[src/rtl/serial_read_buffer_pkg.sv]
// Shared definitions for the serial read/write buffers.
// State encoding and counter-width helper.
package serial_read_buffer_pkg;

  typedef enum logic {
    IDLE    = 1'b0,
    READING = 1'b1
  } srb_state_e;

  function automatic int cnt_width(input int n);
    return $clog2(n + 1);
  endfunction

endpackage

[src/rtl/serial_read_buffer.sv]
// Serial-to-parallel receive buffer.
// Samples in_line on each read_sig strobe until the target count is reached.
module serial_read_buffer
  import serial_read_buffer_pkg::*;
#(
  parameter int BUF_SIZE   = 8,
  parameter int LSB_FIRST  = 0,
  parameter int ACTIVE_LOW = 0
) (
  input  logic                          sys_clk,
  input  logic                          rst,
  input  logic                          start,
  input  logic                          read_sig,
  input  logic [cnt_width(BUF_SIZE)-1:0] read_count,
  input  logic                          in_line,
  output logic [BUF_SIZE-1:0]           data_out,
  output logic [cnt_width(BUF_SIZE)-1:0] bits_read,
  output logic                          done_sig
);

  localparam int CW = cnt_width(BUF_SIZE);
  localparam int IW = (BUF_SIZE > 1) ? $clog2(BUF_SIZE) : 1;
  localparam logic INV = (ACTIVE_LOW != 0);
  localparam logic [CW-1:0] MAXC = CW'(BUF_SIZE);

  srb_state_e          state_q;
  logic [BUF_SIZE-1:0] data_q;
  logic [CW-1:0]       cnt_q;
  logic [CW-1:0]       tgt_q;
  logic                done_q;

  logic [CW-1:0] tgt_d;
  logic [CW-1:0] cnt_d;
  logic [IW-1:0] pos_d;
  logic [IW-1:0] idx_d;
  logic          bit_d;

  assign tgt_d = (read_count > MAXC) ? MAXC : read_count;
  assign cnt_d = cnt_q + CW'(1);
  assign bit_d = in_line ^ INV;
  assign pos_d = cnt_q[IW-1:0];

  // cnt_q < tgt_q <= BUF_SIZE while reading, so the index stays in range
  assign idx_d = (LSB_FIRST != 0) ? pos_d
               : IW'(BUF_SIZE - 1) - pos_d;

  always_ff @(posedge sys_clk) begin
    if (rst) begin
      state_q <= IDLE;
      data_q  <= '0;
      cnt_q   <= '0;
      tgt_q   <= '0;
      done_q  <= 1'b1;
    end else begin
      unique case (state_q)
        IDLE: begin
          if (start) begin
            data_q <= '0;
            cnt_q  <= '0;
            tgt_q  <= tgt_d;
            if (tgt_d != '0) begin
              state_q <= READING;
              done_q  <= 1'b0;
            end
          end
        end
        READING: begin
          if (read_sig) begin
            data_q[idx_d] <= bit_d;
            cnt_q         <= cnt_d;
            if (cnt_d == tgt_q) begin
              state_q <= IDLE;
              done_q  <= 1'b1;
            end
          end
        end
        default: begin
          state_q <= IDLE;
        end
      endcase
    end
  end

  assign data_out  = data_q;
  assign bits_read = cnt_q;
  assign done_sig  = done_q;

endmodule

[config.mk]
export PLATFORM = sky130hd
export DESIGN_NAME = serial_read_buffer
export DESIGN_NICKNAME = d
export VERILOG_FILES = /design/src/rtl/serial_read_buffer_pkg.sv /design/src/rtl/serial_read_buffer.sv
export SDC_FILE = /design/constraint.sdc
export NUM_CORES = 1
export LEC_CHECK = 0
export ABC_AREA = 1
export CORE_ASPECT_RATIO = 1.25
export CORE_MARGIN = 3
export CORE_UTILIZATION = 49
export DETAILED_ROUTE_END_ITERATION = 10
export PLACE_DENSITY = 0.78
export SLEW_MARGIN = 20
export SYNTH_ARGS = -nofsm -noshare
export SYNTH_HDL_FRONTEND = slang
export SYNTH_SLANG_ARGS = --single-unit
[constraint.sdc]
create_clock -name sys_clk -period 1.62 [get_ports sys_clk]
set_input_delay 0.405 -clock sys_clk [delete_from_list [all_inputs] [get_ports sys_clk]]
set_output_delay 0.405 -clock sys_clk [all_outputs]
set_load 0.05 [all_outputs]
==> results.ini, run 1 <==
[sta]
grt_setup_unrepaired = no
hold_violations = 0
finalCritPeriodShare = 0.884
slew-limit-headroom = 0.799
fin_skew_ns = 0.00513
drv_slew = 0
min_period_ns = 1.43
setup_viol = 0
max_freq_ghz = 0.699
whs_ns = 0.489
max_slew.worst_pin.slew_ns = 0.300

[floorplanning]
ios = 22
start_util = 0.543
core_area_sq_mm = 0.00187
die_area_sq_mm = 0.00266
die_w_um = 46.8
die_y_um = 56.9
rows = 17

[placed_design]
dp_hpwl_mm = 1.90
gp_congestion = 0.809
portBuffers = 21
placed_cells = 183

[synth]
syn_area_per_cell_sq_um = 7.21
yosysSeqAreaShare = 0.354
synth_top_cell_by_area = dfxtp_1
synth.mux.area_fraction = 0
syn_area_sq_mm = 0.00102
synth.area.top_cells = dfxtp_1, nand2_1, a21oi_1
synth_compound_area_frac = 0.148
synth_top_area_frac = 0.354
synth_fa_ha_area_frac = 0.0123
yosysUniqueCellTypes = 24
synth-seq-cells = 18
yosys_warnings = 0
synthCells = 141
synthXorXnorAreaFrac = 0
syn-num-nets = 151
synth_top_family_by_area = simple AND/OR/NAND/NOR gates
yosys.area_share.simple = 0.371

[clock_network]
cts_buffer_depth = 2
path_clk_slew_ns = 0.10
cts_sinks = 18
numCtsBuffers = 3
cts_root_buf = clkbuf_4
cts_tree = built
cts_resized = 0
cts_hold_buffers = 0
insertion_delay_ns = 0.29
post_cts.repair.setup_buffers = 0
cts_max_level = 1

[drt]
ant_nets = 0
wire_per_inst_um = 12.6
first_pass_iters = 4
via_per_inst = 5.48
wl_mm = 2.35
vias = 1020
detail_route.iter0.violations = 28
drc = 0

[critical_path]
cp_top_family = simple AND/OR/NAND/NOR gates
cp_common_cell = nand2_1
crit_path_cell_trace = ha_1, nand2_1, nand2_1, inv_1, nand2_1, nor2_1, nand3_1, nand2_1, nand2_1, nand2_1, nand2_1
worstPathMaxFanout = 3
endpoint_kind = flip-flop
critPathSlowestCell = dfxtp_2
worstPathRequired_ns = 1.82
slowest_delay_ns = 0.33
worstSetupPathType = flip-flop to flip-flop
path_buf_inv = 1
worstSetupStartpointType = flip-flop
worst_ep_arrival_time_ns = 1.63

[grt]
grt_max_degree = 15
antenna_found_initial = 0
grt_overflow = 0
grt_pass1_wl_mm = 3.90
grt_util_all_layers = 0.199
grt_pass1_vias = 930

[cells_and_area]
final_cell_mix = nand2_1, a21oi_1, inv_1, dfxtp_1, buf_12
fin_cells = 186
final_layout_size_suffix_gt1_frac = 0.263
nFillCells = 149
n_antenna_cell = 0
nets = 179
final_common_cell = nand2_1
syn2layout_area_growth_pct = 39.5

[power]
p_switching_uw = 290
cellPowerDensity_mw_per_mm2 = 661
clockPowerShare = 0.237
irDropWorstVdd_v = 0.000501
p_leak_uw = 0.000582
p_seq_frac = 0.509
switching_share = 0.309
power.internal_uw = 647
p_comb_frac = 0.254

[hold_path]
min_path_type = flip-flop to flip-flop

[job]
drv_cap = 0

[run_status]
status = complete, no violations

==> per-stage QoR <==
step	setup TNS [ns]	util	power, uW	area [sq um]	setup slack [ns]
floorplan	0	-	631	1020	0.0887
global placement	0	0.745	716	1400	0.0457
detailed placement	-0.0453	0.745	725	1400	-0.0259
CTS	0	0.757	940	1420	0.0734
global route	0	0.758	983	1420	0.0260
finish	0	0.758	938	1420	0.189
==> cell usage after synthesis <==
master     n
ha_1       1
o21ai_0    1
o21a_1     1
a21oi_1   17
clkbuf_1   1
nor2_4     2
nor2_2     2
nand2_2    2
a211oi_1   7
nand3_1   11
dfxtp_1   18
nand3_2    1
nand2_1   35
nand4_1    1
inv_1     15
buf_1      1
nor3_2     1
buf_6      3
nor4_2     4
nand2_4    2
nor2_1     8
nor3_1     3
inv_2      3
buf_4      1
==> logic make-up after synthesis <==
group,after synthesis
and+or+nand+nor,72
AOI/OAI and AO/OA,26
buffers and inverters,24
DFF,18
adders and majority gates,1
==> worst min-delay path, cell delays in order (launching register included) <==
cell and delay, ns:
dfxtp_1 0.33, nand2_1 0.06, a21oi_1 0.06
==> sequential cells by signal, indices dropped and copies added, names as in the netlist <==
name	flops
state_q	1
done_sig	1
bits_read	4
data_out	8
tgt_q	4
==> area by class of cell <==
cell class              instances  area (sq um)  area share
well taps                      19          23.8      0.0168
flip-flops and latches         18           364       0.257
clock buffers                   3          22.5      0.0159
inverters                      18          67.6      0.0476
multi-input cells              99           541       0.381
repair buffers                 29           400       0.282
==> power groups by stage <==
stage | Combinational [uW] | Sequential (uW) | Clock [uW]
after global routing | 261 | 480 | 242
after CTS | 239 | 477 | 224
after floorplan | 119 | 512 | 0
after detailed placement | 238 | 487 | 0
final | 238 | 477 | 222
after global placement | 230 | 487 | 0
==> routing by layer <==
layer  GRT usage  up-vias  routed length [um]
li1            -      519                   -
met1       0.239      465                1010
met2       0.333       29                1180
met3      0.0410        7                 109
met4      0.0791        0                  49
met5           0        -                   0
==> path summary, 6_finish.rpt <==
kind,slack (ns),depth (start not counted),start,endpoint
setup / recovery,0.19,11,bits_read[0]$_SDFFE_PP0P_,done_sig$_SDFFE_PP1P_
hold / removal,0.49,2,tgt_q[1]$_SDFFE_PP0P_,tgt_q[1]$_SDFFE_PP0P_
setup reg to reg,0.19,11,bits_read[0]$_SDFFE_PP0P_,done_sig$_SDFFE_PP1P_
hold reg to reg,0.49,2,tgt_q[1]$_SDFFE_PP0P_,tgt_q[1]$_SDFFE_PP0P_
No activity file was read; power rests on OpenSTA's default activity.
==> run 2, diff against run 1 <==
--- a/config.mk
+++ b/config.mk
@@ -7,9 +7,10 @@
 export LEC_CHECK = 0
 export ABC_AREA = 1
 export CORE_ASPECT_RATIO = 1.25
-export CORE_MARGIN = 3
+export CORE_MARGIN = 8
 export CORE_UTILIZATION = 49
 export DETAILED_ROUTE_END_ITERATION = 10
+export HOLD_SLACK_MARGIN = 0.05
 export PLACE_DENSITY = 0.78
 export SLEW_MARGIN = 20
 export SYNTH_ARGS = -nofsm -noshare
==> run 2 against run 1 <==
Combinational power hardly changed. Setup slack worse by 0.047 ns. Flip-flop and latch count stayed put. Die area is 43% higher. First-iteration DRC count is 36% higher. Design area is 0.97% higher. Core utilization is 2.7 points lower. Clock power is 25% higher. Fmax is 3.2% lower. Critical path depth is 10 lower. Largest cell class unchanged. Sequential power hardly changed. Global-route usage is 7.0 points lower.
==> results.ini, run 2 (synthesis gave the netlist of run 1 again) <==
[floorplanning]
die_area_sq_mm = 0.00380  ; +43%
core_area_sq_mm = 0.00196  ; +4.7%
start_util = 0.519  ; -0.0243
ios = 22  ; unchanged
die_y_um = 66.9  ; +18%
rows = 18  ; +1
die_w_um = 56.8  ; +21%

[grt]
grt.busiest_layer = met2
grt_pass1_wl_mm = 4.11  ; +5.5%
grt_util_all_layers = 0.129  ; -0.0696
grt_util_met1 = 0.133  ; -0.106
use_met2 = 0.235  ; -0.0978
grt_overflow = 0  ; unchanged
antenna_found_initial = 0  ; unchanged
grt_max_degree = 15  ; unchanged
use_met3 = 0.0380  ; -0.00299
grt_pass1_vias = 977  ; +5.1%

[clock_network]
cts_buffer_depth = 2  ; unchanged
numCtsBuffers = 3  ; unchanged
cts_root_buf = clkbuf_4
insertion_delay_ns = 0.29  ; about the same
cts_hold_buffers = 0  ; unchanged
path_clk_slew_ns = 0.10  ; about the same
post_cts.repair.setup_buffers = 0  ; unchanged
cts_max_level = 1  ; unchanged
cts_resized = 0  ; unchanged
cts_tree = built
cts_sinks = 18  ; unchanged

[hold_path]
min-delay-start = tgt_q[1]$_SDFFE_PP0P_
min_to = tgt_q[1]$_SDFFE_PP0P_
holdPathStages = 2  ; unchanged
min_path_type = flip-flop to flip-flop

[critical_path]
worstSetupStartpointType = flip-flop
worst_ep_arrival_time_ns = 1.07  ; -0.56 ns
cp_top_family = flip-flops
path_buf_inv = 1  ; unchanged
worstPathRequired_ns = 1.21  ; -0.61 ns
r2r_setup_slack_ns = 0.18  ; about the same
ff2ff_path_depth = 10  ; -1
worstPathMaxFanout = 9  ; +6
worstSetupPathType = flip-flop to output port
endpoint_kind = output port
crit_path_cell_trace = buf_12
timing.rr.start = bits_read[2]$_SDFFE_PP0P_
r2r_end = done_sig$_SDFFE_PP1P_
critPathSlowestCell = dfxtp_1
slowest_delay_ns = 0.59  ; +0.26 ns

[sta]
drv_slew = 0  ; unchanged
finalSetupTns_ns = 0  ; unchanged
whs_ns = 0.490  ; +0.00126 ns
finalCritPeriodShare = 0.913  ; +0.0289
max_freq_ghz = 0.676  ; -3.2%
min_period_ns = 1.48  ; +0.0469 ns
hold_violations = 0  ; unchanged
slew-limit-headroom = 0.723  ; -0.0759
max_slew.worst_pin.slew_ns = 0.415  ; +0.116 ns
fin_skew_ns = 0.00159  ; -0.00354 ns
grt_setup_unrepaired = no
setup_viol = 0  ; unchanged

[drt]
vias = 1018  ; -0.20%
wl_mm = 2.35  ; +0.17%
drc = 0  ; unchanged
detail_route.iter0.violations = 38  ; +36%
first_pass_iters = 4  ; unchanged
via_per_inst = 5.41  ; -1.3%
wire_per_inst_um = 12.5  ; -0.90%
ant_nets = 0  ; unchanged

[placed_design]
dp_hpwl_mm = 1.93  ; +1.4%
gp_congestion = 0.846  ; +4.6%
placed_cells = 184  ; +0.55%
portBuffers = 21  ; unchanged

[power]
power_uw = 992  ; +5.8%
irDropWorstVdd_v = 0.000588  ; +17%
p_leak_uw = 0.000589  ; +1.1%
cellPowerDensity_mw_per_mm2 = 693  ; +4.8%

[job]
drv_cap = 0  ; unchanged

[cells_and_area]
nets = 179  ; unchanged
largest_reg_flops = 8  ; unchanged
final_common_cell = nand2_1
n_antenna_cell = 0  ; unchanged
final_cell_mix = nand2_1, a21oi_1, dfxtp_1
utilization = 0.731  ; -0.0269
nFillCells = 143  ; -4.0%
syn2layout_area_growth_pct = 40.8
fin_cells = 188  ; +1.1%
final_layout_size_suffix_gt1_frac = 0.262  ; -0.00157

[run_status]
status = complete, no violations

[run 2: cell count changes in the layout (fill, tap and decap cells not counted), sizes merged]
| cell | previous run | this run |
|---|---|---|
| clkbuf | 3 | 4 |
[run 2: area by class of cell]
| class | instances | area, sq um | area share |
|---|---|---|---|
| Clock buffer | 4 | 36.3 | 0.0253 |
| Tap cell | 20 | 25.0 | 0.0175 |
| Inverter | 18 | 67.6 | 0.0472 |
| Multi-Input combinational cell | 99 | 541 | 0.377 |
| Sequential cell | 18 | 363 | 0.253 |
| Timing Repair Buffer | 29 | 400 | 0.279 |
[run 2: worst max path at each step]
| stage | depth (start not counted) | start | slack, ns | end |
|---|---|---|---|---|
| after global routing | 12 | bits_read[1]$_SDFFE_PP0P_ | 0.04 | done_sig$_SDFFE_PP1P_ |
| after floorplan | 10 | bits_read[2]$_SDFFE_PP0P_ | 0.09 | done_sig$_SDFFE_PP1P_ |
| final | 1 | bits_read[2]$_SDFFE_PP0P_ | 0.14 | bits_read[2] |
| after CTS | 1 | bits_read[2]$_SDFFE_PP0P_ | 0.14 | bits_read[2] |
| after global placement | 8 | read_sig | 0.04 | data_out[0]$_SDFFE_PP0P_ |
| after detailed placement | 5 | read_sig | -0.03 | data_out[3]$_SDFFE_PP0P_ |
[run 2: per-layer routing]
| layer | vias to the layer above | routed length, um |
|---|---|---|
| li1 | 520 | - |
| met1 | 467 | 988 |
| met2 | 29 | 1220 |
| met3 | 2 | 131 |
| met4 | 0 | 8 |
| met5 | - | 0 |
[run 2: power by group]
part           internal, uW  switching, uW  total [uW]
Combinational           101            137         238
Sequential              460           17.5         477
Clock                   137            140         277
Total                   698            295         992
[run 2: through the flow]
step | area (sq um) | worst slack (ns)
2_1_floorplan | 1020 | 0.0887
3_3_place_gp | 1400 | 0.0443
3_5_place_dp | 1400 | -0.0334
4_1_cts | 1430 | 0.137
5_1_grt | 1430 | 0.0381
6_report | 1430 | 0.142
==> run 3, diff against run 2 <==
--- a/config.mk
+++ b/config.mk
@@ -6,12 +6,11 @@
 export NUM_CORES = 1
 export LEC_CHECK = 0
 export ABC_AREA = 1
-export CORE_ASPECT_RATIO = 1.25
+export ABC_CLOCK_PERIOD_IN_PS = 1620
 export CORE_MARGIN = 8
-export CORE_UTILIZATION = 49
+export CORE_UTILIZATION = 30
 export DETAILED_ROUTE_END_ITERATION = 10
 export HOLD_SLACK_MARGIN = 0.05
-export PLACE_DENSITY = 0.78
 export SLEW_MARGIN = 20
 export SYNTH_ARGS = -nofsm -noshare
 export SYNTH_HDL_FRONTEND = slang
==> run 3 against run 2 <==
Non-clock buffer count unchanged. Critical path depth rose by 11. Largest power group unchanged. Clock power barely moved. Routed wire length increased by 9.3%. Sequential power about the same. Largest cell class unchanged.
==> results.ini, run 3 (synthesis gave the netlist of run 1 again) <==
[run_status]
status = complete, no violations

[cells_and_area]
fin_area_sq_mm = 0.00147  ; +2.4%
final_cell_mix = nand2_1, a21oi_1, inv_1, dfxtp_1, buf_12
n_antenna_cell = 0  ; unchanged
fin_cells = 214  ; +14%
nets = 179  ; unchanged
utilization = 0.446  ; -0.285
largest_reg_flops = 8  ; unchanged
syn2layout_area_growth_pct = 44.2
final_layout_size_suffix_gt1_frac = 0.268  ; +0.00595
final_common_cell = nand2_1

[clock_network]
insertion_delay_ns = 0.29  ; about the same
cts_root_buf = clkbuf_4
numCtsBuffers = 3  ; unchanged
path_clk_slew_ns = 0.10  ; about the same
cts_sinks = 18  ; unchanged
post_cts.repair.setup_buffers = 0  ; unchanged
cts_resized = 0  ; unchanged
cts_buffer_depth = 2  ; unchanged
cts_max_level = 1  ; unchanged
cts_tree = built
cts_hold_buffers = 0  ; unchanged

[power]
p_leak_uw = 0.000589  ; about the same
p_seq_frac = 0.481  ; about the same
clockPowerShare = 0.277  ; -0.002
power.internal_uw = 698  ; about the same
irDropWorstVdd_v = 0.000241  ; -59%
switching_share = 0.296  ; -0.000683
cellPowerDensity_mw_per_mm2 = 676  ; -2.4%
p_comb_frac = 0.242  ; +0.002
p_switching_uw = 294  ; -0.30%

[critical_path]
critPathSlowestCell = dfxtp_2
crit_path_cell_trace = ha_1, inv_1, nand2_1, nand2_1, inv_1, nand2_1, nor2_1, nand3_1, nand2_1, nand2_1, nand2_1, nand2_1
worstSetupPathType = flip-flop to flip-flop
worstPathRequired_ns = 1.82  ; +0.61 ns
endpoint_kind = flip-flop
worstPathMaxFanout = 3  ; -6
slowest_delay_ns = 0.33  ; -0.26 ns
worst_ep_arrival_time_ns = 1.64  ; +0.57 ns
cp_common_cell = nand2_1
worstSetupStartpointType = flip-flop

[drt]
via_per_inst = 4.74  ; -12%
detail_route.iter0.violations = 44  ; +16%
drc = 0  ; unchanged
wire_per_inst_um = 12.0  ; -4.0%
ant_nets = 0  ; unchanged
wl_mm = 2.57  ; +9.3%
first_pass_iters = 4  ; unchanged
vias = 1014  ; -0.39%

[sta]
min_period_ns = 1.44  ; -0.0378 ns
hold_violations = 0  ; unchanged
setup_viol = 0  ; unchanged
grt_setup_unrepaired = no
finalCritPeriodShare = 0.889  ; -0.0233
fin_skew_ns = 0.00726  ; +0.00567 ns
max_freq_ghz = 0.694  ; +2.6%
slew-limit-headroom = 0.798  ; +0.0749
drv_slew = 0  ; unchanged
whs_ns = 0.492  ; +0.00163 ns
max_slew.worst_pin.slew_ns = 0.301  ; -0.114 ns

[floorplanning]
die_w_um = 74.2  ; +31%
ios = 22  ; unchanged
die_y_um = 74.2  ; +11%
core_area_sq_mm = 0.00328  ; +68%
start_util = 0.310  ; -0.209
rows = 21  ; +3
die_area_sq_mm = 0.00551  ; +45%

[placed_design]
placed_cells = 210  ; +14%
dp_hpwl_mm = 2.09  ; +8.5%
place_area_sq_mm = 0.00143  ; +2.3%
gp_congestion = 0.808  ; -4.4%
portBuffers = 21  ; unchanged

[grt]
grt_util_all_layers = 0.0981  ; -0.0309
grt_pass1_vias = 1010  ; +3.4%
antenna_found_initial = 0  ; unchanged
grt_pass1_wl_mm = 4.29  ; +4.4%
grt_max_degree = 15  ; unchanged
grt_overflow = 0  ; unchanged

[job]
drv_cap = 0  ; unchanged

[hold_path]
min_path_type = flip-flop to flip-flop

==> run 3: cell counts in the layout (fill, tap and decap cells not counted) <==
No cell type changed its count.
==> run 3: power groups by stage <==
stage          combinational, uW  clock [uW]  sequential, uW
2_1_floorplan                119           0             512
3_3_place_gp                 235           0             487
3_5_place_dp                 240           0             488
4_1_cts                      241         290             478
5_1_grt                      261         296             480
6_report                     240         275             477
==> run 3: path summary, 6_finish.rpt <==
path                             start                     to  slack (ns)  cells past startpoint
max reg2reg  bits_read[0]$_SDFFE_PP0P_  done_sig$_SDFFE_PP1P_        0.18                     12
min              tgt_q[1]$_SDFFE_PP0P_  tgt_q[1]$_SDFFE_PP0P_        0.49                      2
max          bits_read[0]$_SDFFE_PP0P_  done_sig$_SDFFE_PP1P_        0.18                     12
min reg2reg      tgt_q[1]$_SDFFE_PP0P_  tgt_q[1]$_SDFFE_PP0P_        0.49                      2
==> run 3: cell type report <==
type / instances / area, sq um
repair buffers: 29 / 400
multi-input cells: 99 / 541
inverters: 18 / 67.6
flip-flops and latches: 18 / 364
well taps: 46 / 57.6
fillers: 328 / 1820
clock buffers: 4 / 36.3
==> run 3: through the flow <==
step | setup slack (ns) | total power (uW) | TNS [ns]
floorplan | 0.0887 | 631 | 0
global placement | 0.00365 | 722 | 0
detailed placement | -0.0323 | 728 | -0.0362
CTS | 0.131 | 1010 | 0
global route | 0.0277 | 1040 | 0
finish | 0.179 | 992 | 0
==> run 3: per-layer routing <==
layer | global-route usage | vias up | routed length (um)
met4 | 0.0696 | 0 | 65
met5 | 0 | - | 0
met1 | 0.102 | 468 | 1070
met3 | 0.0162 | 7 | 113
li1 | - | 518 | -
met2 | 0.175 | 21 | 1320
==> run 3: worst max-delay path, delay by kind of cell (launching register included) <==
| kind | cells | cell delay [ns] |
|---|---|---|
| adders and majority gates | 1 | 0.33 |
| buffers and inverters | 2 | 0.10 |
| DFF | 1 | 0.33 |
| and+or+nand+nor | 9 | 0.59 |
